--- config.mk ---
export PLATFORM = sky130hd
export DESIGN_NAME = pc_fetch_unit
export DESIGN_NICKNAME = d
export VERILOG_FILES = /design/src/rtl/pc_fetch_unit.sv
export SDC_FILE = /design/constraint.sdc
export NUM_CORES = 1
export LEC_CHECK = 0
export ABC_AREA = 1
export BUFFER_PORTS_ARGS = -buffer_cell sky130_fd_sc_hd__buf_2
export CORE_MARGIN = 2
export CORE_UTILIZATION = 48
export DETAILED_ROUTE_END_ITERATION = 16
export GPL_ROUTABILITY_DRIVEN = 0
export GPL_TIMING_DRIVEN = 0
export PLACE_DENSITY = 0.79
export SETUP_SLACK_MARGIN = 0.5
export SLEW_MARGIN = 20
export SYNTH_ARGS = -nofsm -noshare
export SYNTH_HDL_FRONTEND = slang
export SYNTH_SLANG_ARGS = --single-unit
--- constraint.sdc ---
create_clock -name clk -period 3.13 [get_ports clk]
set_input_delay 0.626 -clock clk [delete_from_list [all_inputs] [get_ports clk]]
set_output_delay 0.626 -clock clk [all_outputs]
set_load 0.01 [all_outputs]
--- src/rtl/pc_fetch_unit.sv ---
// Program-counter and fetch-control stage in front of the instruction memory.
// Picks the next PC (sequential / branch / jump / jump-register), runs a
// BOOT -> RUN -> HALT sequence, and halts before an illegal fetch address
// can reach memory.
module pc_fetch_unit #(
  parameter int ADDR_WIDTH = 32,
  parameter int RESET_ADDR = 0,
  parameter int IMEM_DEPTH = 9,
  parameter int CNT_WIDTH  = 16
) (
  input  logic                  clk,
  input  logic                  rst_n,
  input  logic                  stall,
  input  logic                  branch_taken,
  input  logic [ADDR_WIDTH-1:0] branch_offset,
  input  logic                  jump,
  input  logic [25:0]           jump_index,
  input  logic                  jump_reg,
  input  logic [ADDR_WIDTH-1:0] jr_target,
  input  logic                  halt_req,
  output logic [ADDR_WIDTH-1:0] pc,
  output logic [ADDR_WIDTH-1:0] pc_plus4,
  output logic                  fetch_valid,
  output logic                  halted,
  output logic                  addr_fault,
  output logic [CNT_WIDTH-1:0]  retired_count
);

  typedef enum logic [1:0] {
    BOOT = 2'd0,
    RUN  = 2'd1,
    HALT = 2'd2
  } state_t;

  // First byte address past the end of instruction memory.
  localparam logic [ADDR_WIDTH-1:0] PC_LIMIT  = ADDR_WIDTH'(IMEM_DEPTH * 4);
  localparam logic [ADDR_WIDTH-1:0] PC_RESET  = ADDR_WIDTH'(RESET_ADDR);
  localparam logic [CNT_WIDTH-1:0]  CNT_MAX   = '1;

  state_t                 state_reg, state_next;
  logic [ADDR_WIDTH-1:0]  pc_reg, pc_next;
  logic                   fault_reg, fault_next;
  logic [CNT_WIDTH-1:0]   count_reg, count_next;

  logic [ADDR_WIDTH-1:0]  candidate;
  logic                   candidate_fault;
  logic [CNT_WIDTH-1:0]   count_inc;

  assign pc_plus4 = pc_reg + ADDR_WIDTH'(4);

  // Next-PC candidate; jump-register beats jump beats branch beats sequential.
  always_comb begin
    candidate = pc_plus4;
    if (jump_reg) begin
      candidate = jr_target;
    end else if (jump) begin
      candidate = {pc_plus4[ADDR_WIDTH-1:28], jump_index, 2'b00};
    end else if (branch_taken) begin
      candidate = pc_plus4 + (branch_offset << 2);
    end
  end

  // A target is illegal if misaligned or beyond the last memory word.
  always_comb begin
    candidate_fault = (candidate[1:0] != 2'b00) || (candidate >= PC_LIMIT);
  end

  // Retired counter sticks at its maximum instead of wrapping.
  always_comb begin
    count_inc = (count_reg == CNT_MAX) ? count_reg : count_reg + 1'b1;
  end

  // State, PC, fault flag and counter registers.
  always_ff @(posedge clk or negedge rst_n) begin
    if (!rst_n) begin
      state_reg <= BOOT;
      pc_reg    <= PC_RESET;
      fault_reg <= 1'b0;
      count_reg <= '0;
    end else begin
      state_reg <= state_next;
      pc_reg    <= pc_next;
      fault_reg <= fault_next;
      count_reg <= count_next;
    end
  end

  // Next-state logic; only RUN reacts to the control inputs.
  always_comb begin
    state_next = state_reg;
    pc_next    = pc_reg;
    fault_next = fault_reg;
    count_next = count_reg;
    unique case (state_reg)
      BOOT: begin
        state_next = RUN;
      end
      RUN: begin
        if (halt_req) begin
          state_next = HALT;
          fault_next = 1'b0;
        end else if (stall) begin
          state_next = RUN;
        end else if (candidate_fault) begin
          // PC keeps pointing at the instruction whose target was bad;
          // that instruction still counts as executed.
          state_next = HALT;
          fault_next = 1'b1;
          count_next = count_inc;
        end else begin
          pc_next    = candidate;
          count_next = count_inc;
        end
      end
      HALT: begin
        state_next = HALT;
      end
      default: begin
        state_next = HALT;
      end
    endcase
  end

  // Output decode from registered state.
  always_comb begin
    pc            = pc_reg;
    fetch_valid   = (state_reg == RUN);
    halted        = (state_reg == HALT);
    addr_fault    = fault_reg;
    retired_count = count_reg;
  end

endmodule

==> impl_results.md <==
- Number of synthesized flops with an enable pin: 0
- Placed cell area: around 0.0077 sq mm
- Post-route cell area: 0.00924 sq mm
- Cell Area, Synth: roughly 0.0065 sq mm
- Storage cell area: approximately 0.0013 sq mm
- Initial core utilization: 0.491
- ANT nets after route: 0
- Failing checks: negative setup slack
- Overall power: approximately 1.6 mW
- Hold Buf Count CTS: 0
- Die Ht: around 120 microns
- Vias: 8525
- First drt pass iteration count: 8
- Status: finished with violations
- Synthesized area per cell: 5.45 sq um
- Seq/Total Area, Yosys: 0.196
- Die area: roughly 0.015 sq mm
- Vias per cell: about 5.4
- RSZ-0062 raised after global routing: yes
- Crit-path max FO: 5
- Synth area leaders: nand2_1, dfrtp_1, inv_1
- Cells after Synth: 1193
- WS Path Type: register to register
- Initial antenna violation count: 0
- Setup Skew: approximately 0.0075 ns
- Crit path DAT: 4.12 ns
- Final Hold Viols: 0
- Asr flop ratio synth: 1.00
- Root Driver: clkbuf_16
- # setup viols final: 35
- Final Util: 0.697
- Max FFs per register: 32
- FMAX: between 200 and 300 MHz
- Fin. max-slew vios: 0
- Yosys reg bits: between 50 and 60
- Worst slew pin tran: ~0.64 ns
- Share of layout cells above drive strength 1: 0.368
- Cells after DPL: 1544
- Worst Hold Class: input pin to async pin
- Post-synth cell types: 39
- Global-route wire length before repair: roughly 37 mm
- GRT Total Usage: 0.319
- Overflow after GRT: 0
- Max cap viols: 0
- Routed length per instance: roughly 15 microns
- Pin count of the biggest net entering global routing: 52
- Die Width: roughly 120 microns
- Final Cycle Share: 1.25
- Tmin final: approximately 3.9 ns
- CTS Buf Count: 5
- Synth cell count leaders: nand2_1, inv_1, nor2_1
- Syn-to-layout area delta: 42.0%
- H-tree levels: 2
- Final setup margin: -0.795 ns
- Cells on worst reg2reg path: 26
- Cell with the most instances after synthesis: nand2_1
- CTS tree: built
- P_leak: around 5.3 nW
- # rows: 42
- Worst r2r src: pc[2]
- Cell accounting for the most synthesized area: nand2_1
- Slew HR: 0.574
- Total Wirelength: between 20 and 25 mm
- Cell mode on critical path: nand2_2
- # DRC: 0
- Yosys warns: 0
- Synth top area share: 0.271
- Clock Sinks: between 50 and 60
- Core area: 0.0132 sq mm
- # IOs: 180
- FF-to-FF setup slack: -0.79 ns
- Crit path max-delay cell type: dfrtp_1
- Vias in the first global route: just under 8000
- DR iter-0 viols: 700
- Clock transition at path regs: approximately 0.07 ns
- Max VDD drop: roughly 0.00044 V
- Power per cell area: 176 mW/mm^2
- Slowest stage delay, CP: between 0.4 and 0.5 ns
- Antenna cells: 0
- Non-Filler Instances: ~1600
- Count of input and output buffers: 175
- Reg2Reg Capture Point: pc[0]
- Max clock buf depth: 2
- Clk_lat worst skew: ~0.3 ns
- WP data required: about 3.3 ns
- Multi-input logic area: about 0.0053 sq mm
- Top FF cell, synth: dfrtp_1
- Dpl hpwl: 18.3 mm
- Setup crit end kind: register
- Number of fill cells: approximately 1200
- Count of nets after finishing: 1544
- Post-Syn Nets: roughly 1300
- CP Launch Type: register
[logic make-up after synthesis]
kind of cell             share of synthesized area
buffers and inverters                        0.154
flip-flops                                   0.196
adder cells (fa/ha/maj)                     0.0704
XOR/XNOR                                    0.0337
AND/OR/NAND/NOR                              0.479
AO/OA/AOI/OAI                               0.0660
[stage by stage]
| step | worst slack, ns | setup TNS, ns | hold slack [ns] |
|---|---|---|---|
| 2_1_floorplan | -0.216 | -6.26 | 0.330 |
| 3_3_place_gp | -0.969 | -32.26 | 0.459 |
| 3_5_place_dp | -1.02 | -33.53 | 0.469 |
| 4_1_cts | -0.505 | -16.58 | 0.485 |
| 5_1_grt | -0.993 | -33.84 | 0.385 |
| 6_report | -0.795 | -26.91 | 0.341 |
[worst max path at each step]
stage | slack [ns] | cells past startpoint | startpoint | to
2_1_floorplan | -0.22 | 27 | pc[3] | pc[5]
3_3_place_gp | -0.97 | 22 | pc[5] | pc[5]
3_5_place_dp | -1.02 | 22 | pc[5] | pc[4]
4_1_cts | -0.51 | 26 | pc[3] | state_reg[1]
5_1_grt | -0.99 | 28 | pc[2] | pc[10]
6_report | -0.79 | 26 | pc[2] | pc[0]
[placed cells by master, fill, tap and decap left out, types with 3 or more instances in the layout]
cell	synthesis	routed
o21ai_0	12	10
nor3_2	0	3
dfrtp_2	0	14
nand3_1	83	71
xor2_1	15	10
a22oi_1	3	3
nand3b_1	4	4
nor2_4	3	26
clkbuf_16	0	5
buf_2	4	174
buf_4	2	28
buf_1	3	3
and2_4	0	8
nand2_1	469	381
clkbuf_1	7	7
ha_1	35	12
inv_2	13	48
xor2_4	0	3
nor3_1	9	6
nand4_1	22	22
inv_1	225	190
nand3_2	1	9
nand2_4	0	21
xnor2_1	10	9
nor2_1	115	72
a21oi_1	54	39
a21oi_2	0	15
dfrtp_1	51	37
nand3_4	1	5
ha_4	0	21
and2_1	12	4
nor2_2	3	23
buf_6	3	16
nand2_2	9	76
or2_2	11	11
[timing repair]
item / 4_1_cts / 5_1_grt
pin swaps: 50 / 48
setup endpoints to repair: 44 / 53
gates cloned: 3 / 0
resized for setup: 165 / 125
setup buffers: 21 / 12
[worst max-delay path, delay by kind of cell, from the launching register on]
kind / cells / cell delay, ns
buffers and inverters: 4 / 0.50
and+or+nand+nor: 19 / 2.20
DFF: 1 / 0.44
adders and majority gates: 2 / 0.51
AOI/OAI and AO/OA: 1 / 0.17
[power breakdown]
| group | internal, mW | leakage, nW | switching, mW |
|---|---|---|---|
| combinational | 0.161 | 4.54 | 0.252 |
| sequential | 0.659 | 0.678 | 0.000467 |
| clock | 0.305 | 0.0723 | 0.251 |
| total | 1.12 | 5.29 | 0.503 |
[layer usage]
layer	wire (microns)	part of all wire	global-route usage	vias up
met1	9360	0.38	0.373	3892
li1	-	-	-	4057
met2	11900	0.48	0.570	449
met3	1760	0.072	0.0330	127
met5	0	0	0	-
met4	1590	0.064	0.177	0
[final cells by class]
| cell class | instances | share of cell area |
|---|---|---|
| multi-input cells | 884 | 0.575 |
| clock buffers | 5 | 0.0135 |
| inverters | 238 | 0.0967 |
| plain buffers | 20 | 0.0141 |
| clock inverters | 3 | 0.00298 |
| well taps | 176 | 0.0238 |
| flip-flops and latches | 51 | 0.140 |
| repair buffers | 211 | 0.134 |
Power figures use the tool's default switching activity.
